### src/rtl/ddr_mgr_pkg.sv
// ---------------------------------------------------------------------------
// ddr_mgr_pkg
// Shared types and constants for the DDR manager: transfer FSM states, the
// requester-select encoding, and default row/burst geometry shared by the
// transfer arbiter, the line-buffer engine and the preload engine.
// ---------------------------------------------------------------------------
package ddr_mgr_pkg;

  // Default row geometry: 32 bursts of 4 words cover one 128-word row.
  localparam int DEF_BURSTS_PER_ROW = 32;
  localparam int DEF_COL_STEP       = 4;
  localparam int DEF_STARVE_MAX     = 4;

  typedef enum logic [1:0] {
    S_IDLE = 2'd0,
    S_CMD  = 2'd1,
    S_WAIT = 2'd2,
    S_DONE = 2'd3
  } xfr_state_e;

  typedef enum logic {
    SEL_RD = 1'b0,
    SEL_WR = 1'b1
  } xfr_sel_e;

  // Display reads win ties so the scanout never underruns, unless the
  // pending write has already been passed over too many times.
  function automatic xfr_sel_e ddr_xfr_prio(input logic rd_req,
                                            input logic wr_req,
                                            input logic starve_hit);
    if (wr_req && (!rd_req || starve_hit)) begin
      return SEL_WR;
    end
    return SEL_RD;
  endfunction

endpackage

### src/rtl/ddr_xfr_arb.sv
// ---------------------------------------------------------------------------
// ddr_xfr_arb
// Arbitrates the MIG user command port between the display line-read engine
// and the Picoblaze preload/write engine. One requester is granted at a time;
// its row is split into BURSTS_PER_ROW burst commands issued one by one over
// a valid/ready handshake, each waiting for burst_done before the next.
//
// Ports:
//   clk, rst            memory user clock, synchronous active-high reset
//   mig_init_done       MIG calibration done; nothing is granted before it
//   rd_req/rd_row       display read request (level) and row
//   rd_gnt/rd_done      read in progress / one-cycle completion pulse
//   wr_req/wr_row       write request (level) and row
//   wr_gnt/wr_done      write in progress / one-cycle completion pulse
//   cmd_valid/cmd_ready burst command handshake
//   cmd_rd              1 = read burst, 0 = write burst
//   cmd_addr            {row, col}
//   burst_done          datapath pulse: current burst data finished
//   busy                FSM not idle
// ---------------------------------------------------------------------------
module ddr_xfr_arb
  import ddr_mgr_pkg::*;
#(
  parameter int ROW_W          = 10,
  parameter int COL_W          = 9,
  parameter int BURSTS_PER_ROW = DEF_BURSTS_PER_ROW,
  parameter int COL_STEP       = DEF_COL_STEP,
  parameter int STARVE_MAX     = DEF_STARVE_MAX
) (
  input  logic                   clk,
  input  logic                   rst,
  input  logic                   mig_init_done,
  input  logic                   rd_req,
  input  logic [ROW_W-1:0]       rd_row,
  output logic                   rd_gnt,
  output logic                   rd_done,
  input  logic                   wr_req,
  input  logic [ROW_W-1:0]       wr_row,
  output logic                   wr_gnt,
  output logic                   wr_done,
  output logic                   cmd_valid,
  input  logic                   cmd_ready,
  output logic                   cmd_rd,
  output logic [ROW_W+COL_W-1:0] cmd_addr,
  input  logic                   burst_done,
  output logic                   busy
);

  localparam int IDX_W = (BURSTS_PER_ROW > 1) ? $clog2(BURSTS_PER_ROW) : 1;
  localparam int STV_W = (STARVE_MAX > 0) ? $clog2(STARVE_MAX + 1) : 1;
  localparam logic [IDX_W-1:0] LAST_IDX = IDX_W'(BURSTS_PER_ROW - 1);
  localparam logic [STV_W-1:0] STV_MAX  = STV_W'(STARVE_MAX);

  xfr_state_e       state_q, state_d;
  xfr_sel_e         sel_q, sel_d;
  logic [ROW_W-1:0] row_q, row_d;
  logic [IDX_W-1:0] burst_idx_q, burst_idx_d;
  logic [STV_W-1:0] starve_cnt_q, starve_cnt_d;
  xfr_sel_e         pick;
  logic             xfer_active;
  logic [COL_W-1:0] col;

  always_ff @(posedge clk) begin
    if (rst) begin
      state_q      <= S_IDLE;
      sel_q        <= SEL_RD;
      row_q        <= '0;
      burst_idx_q  <= '0;
      starve_cnt_q <= '0;
    end else begin
      state_q      <= state_d;
      sel_q        <= sel_d;
      row_q        <= row_d;
      burst_idx_q  <= burst_idx_d;
      starve_cnt_q <= starve_cnt_d;
    end
  end

  assign pick = ddr_xfr_prio(rd_req, wr_req, starve_cnt_q >= STV_MAX);

  always_comb begin
    state_d      = state_q;
    sel_d        = sel_q;
    row_d        = row_q;
    burst_idx_d  = burst_idx_q;
    starve_cnt_d = starve_cnt_q;
    unique case (state_q)
      S_IDLE: begin
        if (mig_init_done && (rd_req || wr_req)) begin
          sel_d       = pick;
          row_d       = (pick == SEL_WR) ? wr_row : rd_row;
          burst_idx_d = '0;
          state_d     = S_CMD;
          // A read grant only counts against the writer if it was waiting.
          if (pick == SEL_WR || !wr_req) begin
            starve_cnt_d = '0;
          end else if (starve_cnt_q < STV_MAX) begin
            starve_cnt_d = starve_cnt_q + 1'b1;
          end
        end
      end
      S_CMD: begin
        if (cmd_ready) begin
          state_d = S_WAIT;
        end
      end
      S_WAIT: begin
        if (burst_done) begin
          if (burst_idx_q == LAST_IDX) begin
            state_d = S_DONE;
          end else begin
            burst_idx_d = burst_idx_q + 1'b1;
            state_d     = S_CMD;
          end
        end
      end
      S_DONE: begin
        state_d = S_IDLE;
      end
      default: begin
        state_d = S_IDLE;
      end
    endcase
  end

  // Outputs decode the registered state so they are glitch-free and all
  // fall to zero with the state on reset.
  assign xfer_active = (state_q == S_CMD) || (state_q == S_WAIT);
  assign col         = COL_W'(burst_idx_q) * COL_W'(COL_STEP);

  assign busy      = (state_q != S_IDLE);
  assign cmd_valid = (state_q == S_CMD);
  assign cmd_rd    = (state_q == S_CMD) && (sel_q == SEL_RD);
  assign cmd_addr  = {row_q, col};
  assign rd_gnt    = xfer_active && (sel_q == SEL_RD);
  assign wr_gnt    = xfer_active && (sel_q == SEL_WR);
  assign rd_done   = (state_q == S_DONE) && (sel_q == SEL_RD);
  assign wr_done   = (state_q == S_DONE) && (sel_q == SEL_WR);

endmodule

### config.mk
export PLATFORM = sky130hd
export DESIGN_NAME = ddr_xfr_arb
export DESIGN_NICKNAME = d
export VERILOG_FILES = /design/src/rtl/ddr_mgr_pkg.sv /design/src/rtl/ddr_xfr_arb.sv
export SDC_FILE = /design/constraint.sdc
export NUM_CORES = 1
export LEC_CHECK = 0
export CORE_MARGIN = 3
export CORE_UTILIZATION = 45
export DETAILED_ROUTE_END_ITERATION = 7
export HOLD_SLACK_MARGIN = 0.02
export PLACE_DENSITY = 0.85
export RECOVER_POWER = 50
export REMOVE_ABC_BUFFERS = 1
export SYNTH_ARGS = -nofsm -noshare
export SYNTH_HDL_FRONTEND = slang
export SYNTH_SLANG_ARGS = --single-unit
export TNS_END_PERCENT = 30
### constraint.sdc
create_clock -name clk -period 4.8 [get_ports clk]
set_input_delay 0.96 -clock clk [delete_from_list [all_inputs] [get_ports clk]]
set_output_delay 0.96 -clock clk [all_outputs]
set_load 0.03 [all_outputs]
Word level (Yosys, flattened, before mapping)
Index checks and enable logic that the tools add are counted.
Widths: inputs -> output; s select.
Cells by class
  add/sub/neg operators: 2
  $lt $le $gt $ge: 2
  eq/ne operators: 8
  multiplexer cells: 15
  bitwise gates (word level): 1
  reductions and logical operators: 21
Operators by type and width (count)
  $mux 5: 3
  $mux 10: 1
  $pmux 5 s2: 1
  $mux 2: 4
  $pmux 2 s4: 1
  $logic_and 1x1->1: 7
  $mux 3: 2
  $ne 2x2->1 const B: 3
  $reduce_and 3->1: 2
  $reduce_bool 2->1: 3
  $add 5x1->5 const B: 1
  $eq 5x5->1 const B: 1
  $eq 2x2->1 const B: 2
  $logic_or 1x1->1: 4
  $reduce_and 4->1: 1
  $add 3x1->3 const B: 1
  $ge 3x3->1 const B: 1
  $lt 3x3->1 const B: 1
  $mux 1: 3
  $eq 2x1->1 const B: 1
  $logic_not 1->1: 2
  $logic_not 2->1: 1
  $ne 2x1->1 const B: 1
  $reduce_and 2->1: 1
  $not 1->1: 1
Storage, ports and cells
  bits in registers: 21
  input port bits: 27
  output and inout port bits: 26
  logic and storage cells: 54

Depth between registers and ports, before layout
  depth in word-level cells: 8
  mapped depth: 6

Worst setup path after synthesis
Ideal clock, no wire load.
  path kind: flip-flop to output port
  start: reg state_q[1]
  end: out cmd_rd
  data arrival time: 1254 ps
  path slack: 2586 ps
  stages on the path, launching flop included: 4
  path buffers: 0
  path through: dfxtp_1 > inv_1 > ha_1 > nor2b_1
Between the ends
  cells in the longest elaborated chain, start to end: 2
RTL lines
  start: declaration: RTL line ddr_xfr_arb.sv:54  | xfr_state_e state_q, state_d;
  start signal: assignment: RTL line ddr_xfr_arb.sv:71  | state_q <= state_d;
  $eq 2x1->1
  named net cmd_valid: RTL line ddr_xfr_arb.sv:41  | output logic cmd_valid,
  $logic_and 1x1->1: RTL line ddr_xfr_arb.sv:133  | assign cmd_rd = (state_q == S_CMD) && (sel_q == SEL_RD);
  end: declaration: RTL line ddr_xfr_arb.sv:43  | output logic cmd_rd,
The timed path passes the listed nets, and every way through them passes these cells.

Worst setup path in the final report
  start: reg state_q[0]
  end: out busy
Between the ends
  cells in the longest elaborated chain, start to end: 1
RTL lines
  $reduce_bool 2->1: RTL line ddr_xfr_arb.sv:131  | assign busy = (state_q != S_IDLE);
  end: declaration: RTL line ddr_xfr_arb.sv:46  | output logic busy
Every way passes these cells.

==> parameters.txt <==
Parameter                              Value

Timing
  Final hold violations ... 0
  Final worst hold slack ... around 480 ps
  Sum of negative setup slack ... 0 ps
  Relative max-transition margin ... 0.5351
  Pin slew with the least headroom to its limit ... 690.0 ps
  Finish-stage setup viols ... 0
  Achievable Freq ... 0.3488 GHz
  Time the worst path needs with I/O delays and setup ... 2867 ps
  Setup repair after global routing missed its margin ... no
  Final setup skew ... around 8.8 ps
  Share of the clock period used by the worst path after layout ... 0.5973
  Number of max-slew violations in the final report ... 0

Floorplan
  Io pins ... 53
  Area enclosed by the die boundary ... 3328 µm²
  DIE HEIGHT ... slightly below 60 µm
  Initial Utilization ... 0.4810
  Die extent in x ... 57.69 µm
  Site Rows ... 18
  Core area ... roughly 2500 µm²

Final layout
  Share of layout cells above drive strength 1 ... 0.02151
  P&R area growth vs syn ... 38.71%
  Number of filler instances in the final layout ... 238
  Layout Nets ... 221
  Multi-input gate area ... between 600 and 700 µm²
  Sequential cell area ... 420.4 µm²
  Number of standard cells in the final layout excluding fillers ... roughly 220
  Number of antenna cells inserted ... 0

Status
  Run status ... complete, no violations

Synth
  Most instantiated flip-flop cell in the synthesis netlist ... sky130_fd_sc_hd__dfxtp_1
  Area fraction in compound gates after synthesis ... 0.2591
  Post-synthesis sequential area ratio ... 0.3496
  Avg Cell Area, Syn ... 8.236 µm²
  Library cells used by synthesis ... 33
  Count of synthesis-stage warnings from yosys ... 0
  Number of synthesized register bits ... 21
  Number of enable-type register cells in the synthesized netlist ... 0
  Largest family of logic cells by synthesized area ... compound AO/OA/AOI/OAI gates
  Synth async-reset ratio ... 0
  Cell count after synthesis ... around 150
  Fraction of synthesized cell area in xor and xnor cells ... 0
  Multiplexer share of the synthesized area ... 0.02497
  Simple-gate share of the synthesized area ... 0.2040
  Fraction of the mapped netlist area in adder cells ... 0.07284
  Netlist Area Pre-Place ... 1202 µm²

Clock tree
  Clock transition at the register clock pins on the worst setup and hold paths after CTS ... 120 ps
  Clock sinks ... 21
  CTS tree ... built
  H-Tree Depth ... 1
  Cts bufs inserted ... 3
  Post-CTS setup buffer count ... 0
  Clock insertion delay at the later pin of the skew report ... 300 ps
  Maximum root-to-sink buffer count ... 2
  Post-cts hold buffer count ... 0
  Root buffer cell ... sky130_fd_sc_hd__clkbuf_4
  Post-cts repair resize count ... 0

Global route
  Initial antenna violation count ... 0
  Maximum number of pins on one net before global-route repair ... 24
  First-pass GRT wire length ... about 5200 µm
  Combined global-route utilization of all metal layers ... 0.1930
  Via count of the first global-routing pass ... 1,184
  Gr ovfl total ... 0

Critical path
  Startpoint types ... register
  Data arrival time of the critical path ... around 1900 ps
  Worst setup path category ... register to output port
  Data required time of the worst path ... 3840 ps
  Highest fanout seen on the critical path ... 12
  CP endpoint kind ... output port

Placed design
  Count of input and output buffers ... 48
  Total placed cells including tap cells ... about 210
  Weighted congestion reported at the end of routability-driven placement ... 0.7756
  Post-detail-place hpwl ... 2208 µm

Detailed routing
  Post-DR wirelength/cell ... 13.81 µm
  Number of design rule violations left after detail routing ... 0
  Detail Route Antenna Nets ... 0
  DR iter-0 viols ... 32
  Via count ... 1,229
  Detailed-route wire length ... 2984 µm
  First-pass iteration count of the detailed router ... 4
  Average vias per placed instance ... 5.690

Pwr
  Leak ... between 0.6 and 0.7 nW
  Worst-case vdd ir drop ... approximately 0.28 mV
  Overall Power ... 0.6743 mW
  Pwr Density ... 404.3 nW/µm²

Worst hold path
  Type of the worst min-delay path ... register to register

Job
  Count of maximum capacitance violations ... 0
==> cells by family (layout without fill, tap and decap cells) <==
family	count (synthesis)	count (layout)
adder cells (fa/ha/maj)	7	7
buffers and inverters	21	58
multiplexers	3	3
AO/OA/AOI/OAI	48	48
flip-flops	21	21
other	1	4
AND/OR/NAND/NOR	45	45
==> layout by cell type (no fill, tap or decap) <==
master | synthesis | layout
sky130_fd_sc_hd__nand4_1 | 2 | 2
sky130_fd_sc_hd__o211ai_2 | 1 | 1
sky130_fd_sc_hd__and2_1 | 2 | 2
sky130_fd_sc_hd__a2111o_1 | 2 | 2
sky130_fd_sc_hd__conb_1 | 1 | 4
sky130_fd_sc_hd__clkbuf_1 | 5 | 1
sky130_fd_sc_hd__a221oi_1 | 2 | 2
sky130_fd_sc_hd__nor3_1 | 1 | 1
sky130_fd_sc_hd__nand2_1 | 9 | 9
sky130_fd_sc_hd__dlygate4sd3_1 | 0 | 16
sky130_fd_sc_hd__a21oi_1 | 4 | 4
sky130_fd_sc_hd__nand3_1 | 15 | 15
sky130_fd_sc_hd__nand4b_1 | 1 | 1
sky130_fd_sc_hd__o211ai_1 | 1 | 1
sky130_fd_sc_hd__a22oi_1 | 1 | 2
sky130_fd_sc_hd__dfxtp_1 | 21 | 21
sky130_fd_sc_hd__nand2b_1 | 5 | 5
sky130_fd_sc_hd__clkinv_1 | 1 | 1
sky130_fd_sc_hd__clkdlybuf4s50_1 | 0 | 32
sky130_fd_sc_hd__or3_1 | 1 | 1
sky130_fd_sc_hd__o21ai_0 | 21 | 22
sky130_fd_sc_hd__o2bb2ai_1 | 1 | 1
sky130_fd_sc_hd__nor2b_1 | 5 | 5
sky130_fd_sc_hd__and3_1 | 1 | 1
sky130_fd_sc_hd__a31oi_1 | 11 | 11
sky130_fd_sc_hd__inv_1 | 5 | 5
sky130_fd_sc_hd__nand3b_1 | 2 | 2
sky130_fd_sc_hd__o211a_1 | 2 | 2
sky130_fd_sc_hd__ha_1 | 7 | 7
sky130_fd_sc_hd__clkbuf_4 | 0 | 3
sky130_fd_sc_hd__mux2i_1 | 3 | 3
sky130_fd_sc_hd__or4_1 | 1 | 1
==> flip-flops by register name, summed over array words and instances (netlist names) <==
name          count
burst_idx_q       5
row_q            10
sel_q             1
starve_cnt_q      3
state_q           2
==> critical path, stage by stage, from the launching register on <==
cell and delay [ps]:
sky130_fd_sc_hd__dfxtp_1 400, sky130_fd_sc_hd__inv_1 100, sky130_fd_sc_hd__ha_1 350, sky130_fd_sc_hd__inv_1 90
sky130_fd_sc_hd__clkdlybuf4s50_1 670
==> where the power goes <==
part / internal (mW) / switching, mW / total [mW] / leakage (nW)
clock network: 0.0323 / 0.0518 / 0.0841 / 0.0150
registers: 0.203 / 0.0194 / 0.223 / 0.172
logic: 0.151 / 0.216 / 0.367 / 0.484
total: 0.387 / 0.287 / 0.674 / 0.671
==> cell usage after synthesis (all sizes together), types with 2 or more instances <==
library cell	n	area, µm²
o211ai	2	20.02
nand2	9	33.78
nand2b	5	31.28
ha	7	87.58
mux2i	3	30.03
a2111o	2	22.52
nand3b	2	15.01
a22oi	2	20.02
o211a	2	20.02
and2	2	12.51
nand4	2	12.51
buf	10	62.56
a21oi	4	20.02
o21ai	22	113.9
nand3	15	75.07
clkbuf	5	18.77
nor2b	5	31.28
a221oi	2	17.52
dfxtp	21	420.4
inv	5	18.77
a31oi	11	68.82
==> metal layers <==
layer  vias to the layer above  part of all wire  global-route usage
met5                         -                 0                   0
li1                        609                 -                   -
met2                        50              0.46              0.3274
met1                       566              0.45              0.2386
met4                         0            0.0074             0.05960
met3                         4             0.086             0.05122
==> stage by stage <==
step	setup WS [ps]	instance area [µm²]	util
finish	1933	1668	0.6672
CTS	1905	1677	0.6707
global route	1805	1668	0.6672
floorplan	2586	1132	-
global placement	2015	1650	0.6602
detailed placement	1901	1650	0.6602
==> final timing paths <==
kind / startpoint / endpoint / slack, ps / cells past startpoint
setup / recovery: state_q[0]$_SDFFE_PP0P_ / busy / 1930 / 4
hold / removal: starve_cnt_q[1]$_SDFFE_PP0P_ / starve_cnt_q[1]$_SDFFE_PP0P_ / 480 / 2
setup reg to reg: state_q[0]$_SDFFE_PP0P_ / row_q[2]$_SDFFE_PP0P_ / 2910 / 5
hold reg to reg: starve_cnt_q[1]$_SDFFE_PP0P_ / starve_cnt_q[1]$_SDFFE_PP0P_ / 480 / 2
==> area by class of cell <==
cell class	instances	share of cell area
Clock buffer	4	0.01575
Inverter	6	0.01350
Multi-Input combinational cell	107	0.4081
Sequential cell	21	0.2521
Tap cell	30	0.02251
Timing Repair Buffer	48	0.2881
(Power assumes the default switching activity.)
